### config.mk
export PLATFORM = sky130hd
export DESIGN_NAME = uart_top
export DESIGN_NICKNAME = d
export VERILOG_FILES = /design/src/rtl/uart_top.sv
export SDC_FILE = /design/constraint.sdc
export NUM_CORES = 1
export LEC_CHECK = 0
export BUFFER_PORTS_ARGS = -buffer_cell sky130_fd_sc_hd__buf_2
export CORE_UTILIZATION = 54
export CTS_CLUSTER_DIAMETER = 50
export DETAILED_ROUTE_END_ITERATION = 10
export PLACE_DENSITY_LB_ADDON = 0.3
export SLEW_MARGIN = 40
export SYNTH_ARGS = -nofsm -noshare
export SYNTH_HDL_FRONTEND = slang
export SYNTH_SLANG_ARGS = --single-unit
export TNS_END_PERCENT = 5
### constraint.sdc
create_clock -name clk -period 1.9 [get_ports clk]
set_clock_uncertainty 0.05 [all_clocks]
set_input_delay 0.095 -clock clk [delete_from_list [all_inputs] [get_ports clk]]
set_output_delay 0.095 -clock clk [all_outputs]
set_load 0.01 [all_outputs]
### src/rtl/uart_top.sv
// 8N1 UART, independent full-duplex transmitter and receiver; timers are down-counters.
// Define UART_LOOPBACK_EN to feed the receiver from the internal tx line instead of rx.
module uart_top #(
  parameter int CLK_FREQ  = 1000000,
  parameter int BAUD_RATE = 9600
) (
  input  logic       clk,
  input  logic       rst,
  input  logic       rx,
  input  logic [7:0] dintx,
  input  logic       send,
  output logic       tx,
  output logic [7:0] doutrx,
  output logic       donetx,
  output logic       donerx
);
  // state | meaning (shared by both FSMs)
  // IDLE  | line idle; tx waits for send, rx waits for a low level
  // START | start bit; rx re-checks the line at mid-bit
  // DATA  | eight data bits, LSB first
  // STOP  | stop bit; rx also parks here after a framing error until the line is high
  typedef enum logic [1:0] {IDLE, START, DATA, STOP} state_t;

  localparam int CLKS_PER_BIT = CLK_FREQ / BAUD_RATE;
  localparam int CW = $clog2(CLKS_PER_BIT + 1);
  localparam logic [CW-1:0] BIT_LAST  = CW'(CLKS_PER_BIT - 1);
  localparam logic [CW-1:0] HALF_LAST = CW'(CLKS_PER_BIT / 2 - 1);

  state_t          tx_state, tx_state_n;
  logic [CW-1:0]   tx_cnt, tx_cnt_n;
  logic [2:0]      tx_bit, tx_bit_n;
  logic [7:0]      tx_shift, tx_shift_n;
  logic            tx_n, donetx_n;

  always_ff @(posedge clk or negedge rst) begin
    if (!rst) begin
      tx_state <= IDLE;
      tx_cnt   <= '0;
      tx_bit   <= '0;
      tx_shift <= '0;
      tx       <= 1'b1;
      donetx   <= 1'b0;
    end else begin
      tx_state <= tx_state_n;
      tx_cnt   <= tx_cnt_n;
      tx_bit   <= tx_bit_n;
      tx_shift <= tx_shift_n;
      tx       <= tx_n;
      donetx   <= donetx_n;
    end
  end

  always_comb begin
    tx_state_n = tx_state;
    tx_cnt_n   = tx_cnt;
    tx_bit_n   = tx_bit;
    tx_shift_n = tx_shift;
    donetx_n   = 1'b0;
    case (tx_state)
      IDLE:
        if (send) begin
          tx_shift_n = dintx;
          tx_cnt_n   = BIT_LAST;
          tx_state_n = START;
        end
      START:
        if (tx_cnt == '0) begin
          tx_cnt_n   = BIT_LAST;
          tx_bit_n   = '0;
          tx_state_n = DATA;
        end else begin
          tx_cnt_n = tx_cnt - 1'b1;
        end
      DATA:
        if (tx_cnt == '0) begin
          tx_cnt_n   = BIT_LAST;
          tx_shift_n = {1'b0, tx_shift[7:1]};
          if (tx_bit == 3'd7) tx_state_n = STOP;
          else                tx_bit_n   = tx_bit + 1'b1;
        end else begin
          tx_cnt_n = tx_cnt - 1'b1;
        end
      STOP:
        if (tx_cnt == '0) begin
          donetx_n   = 1'b1;
          tx_state_n = IDLE;
        end else begin
          tx_cnt_n = tx_cnt - 1'b1;
        end
      default: tx_state_n = IDLE;
    endcase
    // tx is registered from the next state so the line never glitches
    tx_n = 1'b1;
    if (tx_state_n == START)     tx_n = 1'b0;
    else if (tx_state_n == DATA) tx_n = tx_shift_n[0];
  end

  logic rx_src, rx_s1, rx_s2;
`ifdef UART_LOOPBACK_EN
  assign rx_src = tx;
`else
  assign rx_src = rx;
`endif

  state_t          rx_state, rx_state_n;
  logic [CW-1:0]   rx_cnt, rx_cnt_n;
  logic [2:0]      rx_bit, rx_bit_n;
  logic [7:0]      rx_shift, rx_shift_n;
  logic [7:0]      doutrx_n;
  logic            rx_err, rx_err_n, donerx_n;

  always_ff @(posedge clk or negedge rst) begin
    if (!rst) begin
      // synchroniser resets to the idle level so reset release is not seen as a start bit
      rx_s1    <= 1'b1;
      rx_s2    <= 1'b1;
      rx_state <= IDLE;
      rx_cnt   <= '0;
      rx_bit   <= '0;
      rx_shift <= '0;
      rx_err   <= 1'b0;
      doutrx   <= '0;
      donerx   <= 1'b0;
    end else begin
      rx_s1    <= rx_src;
      rx_s2    <= rx_s1;
      rx_state <= rx_state_n;
      rx_cnt   <= rx_cnt_n;
      rx_bit   <= rx_bit_n;
      rx_shift <= rx_shift_n;
      rx_err   <= rx_err_n;
      doutrx   <= doutrx_n;
      donerx   <= donerx_n;
    end
  end

  always_comb begin
    rx_state_n = rx_state;
    rx_cnt_n   = rx_cnt;
    rx_bit_n   = rx_bit;
    rx_shift_n = rx_shift;
    rx_err_n   = rx_err;
    doutrx_n   = doutrx;
    donerx_n   = 1'b0;
    case (rx_state)
      IDLE:
        if (!rx_s2) begin
          rx_cnt_n   = HALF_LAST;
          rx_state_n = START;
        end
      START:
        if (rx_cnt == '0) begin
          if (!rx_s2) begin
            rx_cnt_n   = BIT_LAST;
            rx_bit_n   = '0;
            rx_state_n = DATA;
          end else begin
            rx_state_n = IDLE;
          end
        end else begin
          rx_cnt_n = rx_cnt - 1'b1;
        end
      DATA:
        if (rx_cnt == '0) begin
          rx_cnt_n   = BIT_LAST;
          rx_shift_n = {rx_s2, rx_shift[7:1]};
          if (rx_bit == 3'd7) rx_state_n = STOP;
          else                rx_bit_n   = rx_bit + 1'b1;
        end else begin
          rx_cnt_n = rx_cnt - 1'b1;
        end
      STOP:
        if (rx_err) begin
          if (rx_s2) begin
            rx_err_n   = 1'b0;
            rx_state_n = IDLE;
          end
        end else if (rx_cnt == '0) begin
          if (rx_s2) begin
            doutrx_n   = rx_shift;
            donerx_n   = 1'b1;
            rx_state_n = IDLE;
          end else begin
            rx_err_n = 1'b1;
          end
        end else begin
          rx_cnt_n = rx_cnt - 1'b1;
        end
      default: rx_state_n = IDLE;
    endcase
  end

endmodule

==> results.yml, run 1 <==
die:
  coreArea_mm2: 0.004880
  rows: 25
  dieArea_mm2: 0.005503
  io_pins: 23
  fp.dieH_um: 74.19
  initial_core_util_pct: 57.67
  die_x_um: 74.19
global_route:
  track_usage_pct: 22.40
  grt-ovfl-total: 0
  grt_pass1_wl_um: 9425
  grt_pass1_vias: 2099
  antenna_found_initial: 0
  grt_max_degree: 55
cts:
  clock-sinks: 54
  cts_buffers: 5
  post_cts.repair.setup_buffers: 0
  root_buffer: "clkbuf_8"
  clock_latency_ns: 0.30
  cts.path.max_buffers: 2
  clk_pin_slew_ns: 0.11
  cts_tree: "done"
  h-tree-depth: 2
critical_path:
  reg2reg_from: "rx_cnt[3]"
  reg2regPathDepth: 5
  path_class: "reg -> reg"
  cp_slowest_cell: "or4_4"
  crit_required_ns: 2.05
  rrSetupSlack_ns: -0.15
  worstPathMaxFanout: 5
  cp_slowest_stage_delay_ns: 0.58
  start_kind: "register"
  cp_cell_sequence: "or4_4 > o311a_1 > a2111oi_4 > a21oi_1 > a41o_1"
  critPathCaptureType: "register"
  arrival_ns: 2.20
power:
  power-per-cell-area_mw_per_mm2: 578.7
  leakage_nw: 1.681
  max-vdd-ir-drop_v: 0.0004316
timing:
  drv_slew: 0
  relSlewSlack_pct: 67.27
  worst_slack_ns: -0.1451
  finalCritPeriodShare_pct: 107.6
  hold_slack_ns: 0.02015
  setup-violations-final: 9
  fmaxAchievable_mhz: 489.0
  worstMarginPinSlew_ns: 0.4909
  finalHoldViolations: 0
  final.min_clock_period_ns: 2.045
  rsz0062_at_grt: "yes"
placement:
  place_area_mm2: 0.003198
  gp_congestion: 0.8718
  portBuffers: 22
  dp_worst_setup_slack_ns: -0.1604
  dp_cells: 380
  dp_hpwl_um: 3948
yosys:
  yosys.area.top_type: "dfrtp_1"
  ys_top_cells_by_area: "dfrtp_1 45%, ha_1 7.6%, mux2_2 6.8%"
  netlist_area_mm2: 0.002814
  synth_edf_count: 0
  synthFlopType: "dfrtp_1"
  synth_fp_nets: 301
  avgSynthCellArea_um2: 10.35
  synth_top_cell_area_share_pct: 45.35
  syn_inst: 272
  async_reset_ff_share_pct: 100.0
  yosys_warnings: 0
  ys_types: 47
  ys_seq_elements: 54
  synth_seq_area_share_pct: 48.15
finish:
  drive_above_1_share_pct: 30.77
  fillers: 368
  fin_util_pct: 70.38
  stdcell_count: 392
  mostFrequentLayoutCell: "dfrtp_1"
  n_antenna_cell: 0
  fin_area_mm2: 0.003435
  final_nets: 353
  seq_area_mm2: 0.001355
  mostFrequentLayoutCells: "51 x dfrtp_1, 28 x buf_4, 27 x nand2_1"
  area_delta_synth_final_pct: 22.05
  multi_input_area_mm2: 0.001456
route:
  drt-initial-drc-count: 134
  first_pass_iters: 4
  wl_um: 5795
  via_per_inst: 5.753
  drc: 0
  drtAntennaViolNets: 0
  route.vias.total: 2255
  drt-wirelength-per-cell_um: 14.78
hold_path:
  hp-class: "in -> reg"
  hold_end: "tx_shift[3]"
  worstHoldStart: "dintx[3]"
  min_path_cells: 3
status:
  outcome: "complete, but fails checks"
  violations: "negative setup slack"
run:
  maxCapViolCount: 0
## worst max-delay path: cells and delay by family (launching register included)
| family | cells | cell delay (ns) |
|---|---|---|
| AND/OR/NAND/NOR | 1 | 0.58 |
| flip-flops | 1 | 0.39 |
| AO/OA/AOI/OAI | 4 | 0.92 |
## cell families after synthesis
logic type,Yosys count,synth area share (%)
compound gates,80,19.52
xor+xnor,2,0.6226
fa+ha+maj,17,7.559
buf+inv,22,3.157
flops,54,48.15
mux,18,7.159
simple gates,79,13.83
## power breakdown
group | internal [mW] | total, mW | switching [mW]
Clock | 0.400 | 0.784 | 0.384
Combinational | 0.0185 | 0.0463 | 0.0278
Sequential | 1.15 | 1.16 | 0.00438
Total | 1.57 | 1.99 | 0.416
## synth_stat cells, types with 3 or more instances
master / instances
a21oi_1: 21
a22o_1: 6
a32oi_1: 7
clkbuf_1: 8
dfrtp_1: 51
dfstp_2: 3
ha_1: 17
inv_1: 11
mux2_2: 17
nand2_1: 28
nor2_1: 18
nor2b_1: 5
nor3_1: 10
o21ai_0: 22
o22a_1: 5
or3_1: 3
## registers in the layout (all words and copies together), names as in the netlist, named ones only
register / count
doutrx: 8
rx_shift: 8
tx_shift: 8
rx_cnt: 7
tx_cnt: 7
rx_bit: 3
tx_bit: 3
tx_state: 2
donerx: 1
donetx: 1
rx_err: 1
rx_s1: 1
rx_s2: 1
rx_state: 1
tx: 1
## per-layer routing
metal	share of wire [%]	GRT usage, %
met1	44	29.18
met2	51	38.79
met3	3.6	3.794
met4	1.2	5.983
met5	0	0
## worst max-delay path by stage
stage | startpoint | endpoint | slack [ns] | depth (start not counted)
3_5_place_dp | rx_cnt[1] | rx_cnt[1] | -0.16 | 7
3_3_place_gp | rx_cnt[3] | register | -0.09 | 5
6_report | rx_cnt[3] | register | -0.15 | 5
2_1_floorplan | rx_cnt[3] | register | -0.15 | 5
5_1_grt | rx_cnt[3] | register | -0.18 | 5
4_1_cts | rx_cnt[3] | rx_state[0] | -0.09 | 6
## stage by stage
stage	setup TNS (ns)	power, mW
2_1_floorplan	-1.201	1.182
3_3_place_gp	-1.211	1.222
3_5_place_dp	-1.644	1.222
4_1_cts	-0.2488	2.011
5_1_grt	-1.704	2.068
6_report	-0.3323	1.987
## cell type report
cell class              count  area share [%]
multi-input cells         197           42.40
flip-flops and latches     54           39.45
repair buffers             55           11.11
well taps                  67           2.441
clock buffers               5           2.004
clock inverters             3           1.384
inverters                  11           1.202
## repair_timing
item | CTS | global route
endpoints found under the hold margin | 56 | 0
endpoints found under the setup margin | 26 | 44
resized for setup | 6 | 14
hold buffers | 3 | 0
gates cloned | 0 | 1
pin swaps | 2 | 2
No activity file was read; power rests on OpenSTA's default activity.
==> inputs of run 2 (changes only) <==
--- a/config.mk
+++ b/config.mk
@@ -5,8 +5,9 @@
 export SDC_FILE = /design/constraint.sdc
 export NUM_CORES = 1
 export LEC_CHECK = 0
+export ABC_AREA = 1
 export BUFFER_PORTS_ARGS = -buffer_cell sky130_fd_sc_hd__buf_2
-export CORE_UTILIZATION = 54
+export CORE_UTILIZATION = 64
 export CTS_CLUSTER_DIAMETER = 50
 export DETAILED_ROUTE_END_ITERATION = 10
 export PLACE_DENSITY_LB_ADDON = 0.3
==> constraint.sdc (replaced) <==
create_clock -name clk -period 2.4 [get_ports clk]
set_clock_uncertainty 0.05 [all_clocks]
set_input_delay 0.12 -clock clk [delete_from_list [all_inputs] [get_ports clk]]
set_output_delay 0.12 -clock clk [all_outputs]
set_load 0.01 [all_outputs]
==> results.yml, run 2 <==
power:
  pwr-share-clk_pct: 22.6
  leakage_nw: 1.741
  finalPower_mw: 2.815
  power-per-cell-area_mw_per_mm2: 856.4
  p_int_mw: 1.760
  pwr-share-seq_pct: 42.1
  p_comb_share_pct: 35.4
  p_sw_mw: 1.054
  switching_share_pct: 37.46
  max-vdd-ir-drop_v: 0.0007845
hold_path:
  worstHoldStart: "dintx[7]"
  min_path_cells: 3
  hold_end: "tx_shift[7]"
  hp-class: "in -> reg"
critical_path:
  critPathCaptureType: "register"
  path_class: "reg -> reg"
  arrival_ns: 2.19
  start_kind: "register"
  worstPathMaxFanout: 11
  reg2regPathDepth: 10
  reg2reg_from: "tx_cnt[0]"
  r2r_end: "tx_cnt[3]"
  cp_slowest_cell: "dfrtp_1"
  cp_slowest_stage_delay_ns: 0.42
  cp_cell_sequence: "inv_1 > ha_1 > inv_1 > nor2_1 > nand3_2 > nor2_1 > nor2_2 > a21o_1 > nand2_1 > inv_1"
  rrSetupSlack_ns: 0.37
  cpMostUsedCell: "inv_1"
  crit_required_ns: 2.56
timing:
  rsz0062_at_grt: "no"
  drv_slew: 0
  final.min_clock_period_ns: 2.031
  worstMarginPinSlew_ns: 0.6703
  finalHoldViolations: 0
  relSlewSlack_pct: 55.31
  tns_ns: 0
  fmaxAchievable_mhz: 492.4
  finalCritPeriodShare_pct: 84.63
  setup-violations-final: 0
die:
  rows: 24
  dieArea_mm2: 0.004968
  fp.dieH_um: 70.49
  io_pins: 23
  initial_core_util_pct: 67.54
  die_x_um: 70.49
  coreArea_mm2: 0.004444
finish:
  final_nets: 415
  n_antenna_cell: 0
  mostFrequentLayoutCells: "96 x nand2_1, 51 x dfrtp_1, 47 x inv_1"
  top_regs: "doutrx (8), rx_shift (8), tx_shift (8)"
  mostFrequentLayoutCell: "nand2_1"
  drive_above_1_share_pct: 17.57
  area_delta_synth_final_pct: 9.504
yosys:
  avgSynthCellArea_um2: 8.384
  yosys.area.top_type: "dfrtp_1"
  syn_inst: 358
  ys_types: 34
  ys_seq_elements: 54
  ys_top_cells_by_area: "dfrtp_1 43%, nand2_1 12%, ha_1 7.1%"
  synth_top_cell_area_share_pct: 42.52
  synth_seq_area_share_pct: 45.14
  synth_fp_nets: 387
  yosys_warnings: 0
  netlist_area_mm2: 0.003002
  async_reset_ff_share_pct: 100.0
  ys_top_cells_by_count: "96 x nand2_1, 51 x dfrtp_1, 47 x inv_1"
  synth_edf_count: 0
  yosysMostFrequentCell: "nand2_1"
  synthFlopType: "dfrtp_1"
status:
  outcome: "finished clean"
cts:
  cts_buffers: 5
  clk_pin_slew_ns: 0.09
  clock-sinks: 54
  cts_tree: "done"
  clock_latency_ns: 0.30
  root_buffer: "clkbuf_8"
  h-tree-depth: 2
  cts.path.max_buffers: 2
  post_cts.repair.setup_buffers: 0
global_route:
  antenna_found_initial: 0
  grt_max_degree: 55
  grt-ovfl-total: 0
  grt_pass1_vias: 2140
  grt_pass1_wl_um: 9239
  track_usage_pct: 23.35
placement:
  gp_congestion: 0.8453
  portBuffers: 22
  dp_hpwl_um: 3740
run:
  maxCapViolCount: 0
route:
  first_pass_iters: 4
  drtAntennaViolNets: 0
  via_per_inst: 5.305
  wl_um: 5107
  drt-wirelength-per-cell_um: 11.63
  drc: 0
  drt-initial-drc-count: 175
  route.vias.total: 2329
run 2: changes by cell type after synthesis, moves of 9 or more:
cell / change
inv_1: +36
a21oi_1: -9
mux2_2: -17
nand2_1: +68
nand3_1: +10
o21ai_1: +14
run 2: stage by stage:
stage | area (µm²) | utilization (%) | cells | worst slack [ns] | hold slack, ns
floorplan | 3002 | - | 358 | 0.8221 | -0.2256
global placement | 3146 | 70.78 | 429 | 0.5294 | 0.1757
detailed placement | 3146 | 70.78 | 429 | 0.3975 | 0.1780
CTS | 3287 | 73.96 | 439 | 0.3879 | 0.02109
global route | 3287 | 73.96 | 439 | 0.2262 | 0.03240
finish | 3287 | 73.96 | 439 | 0.3689 | 0.02977
run 2: final cells by class:
type	instances	area, µm²
Sequential cell	54	1355
Clock inverter	2	38.79
Clock buffer	6	82.58
Timing Repair Buffer	25	137.6
Inverter	50	190.2
Fill cell	343	1157
Tap cell	52	65.06
Multi-Input combinational cell	250	1418
run 2: how the worst max path moves through the flow:
stage / depth (start not counted) / startpoint / to / slack [ns]
global route: 10 / tx_cnt[0] / tx_cnt[3] / 0.23
CTS: 10 / tx_cnt[0] / tx_cnt[3] / 0.39
global placement: 10 / tx_cnt[0] / tx_cnt[3] / 0.53
floorplan: 11 / tx_cnt[0] / tx_shift[2] / 0.82
detailed placement: 10 / tx_cnt[0] / tx_cnt[3] / 0.40
finish: 10 / tx_cnt[0] / tx_cnt[3] / 0.37
run 2: timing repair:
| item | 4_1_cts | 5_1_grt |
|---|---|---|
| gates resized for setup | 0 | 0 |
| endpoints found under the setup margin | 0 | 0 |
| endpoints found under the hold margin | 52 | 0 |
| hold buffers | 2 | 0 |
run 2: logic make-up after synthesis:
logic type	synth area share, %
AND/OR/NAND/NOR	26.05
AO/OA/AOI/OAI	13.21
buffers and inverters	7.628
flip-flops	45.14
adder cells (fa/ha/maj)	7.086
XOR/XNOR	0.8755
run 2: worst max-delay path, delay by kind of cell (launching register included):
kind / cells / cell delay (ns)
AND/OR/NAND/NOR: 5 / 0.98
flip-flops: 1 / 0.42
AO/OA/AOI/OAI: 1 / 0.17
buffers and inverters: 3 / 0.16
adder cells (fa/ha/maj): 1 / 0.15
run 2: power groups by stage:
stage | clock, mW | combinational (mW) | sequential [mW]
finish | 0.635 | 0.996 | 1.18
global route | 0.685 | 1.16 | 1.20
CTS | 0.658 | 0.997 | 1.18
detailed placement | 0 | 0.994 | 1.20
global placement | 0 | 0.949 | 1.20
floorplan | 0 | 0.819 | 1.18
run 2: layer usage:
metal / vias to the layer above / share of wire (%) / GRT usage (%)
met1: 1073 / 47 / 30.41
met4: 0 / 1.6 / 6.576
li1: 1196 / - / -
met3: 11 / 2.7 / 4.473
met2: 49 / 49 / 39.81
met5: - / 0 / 0
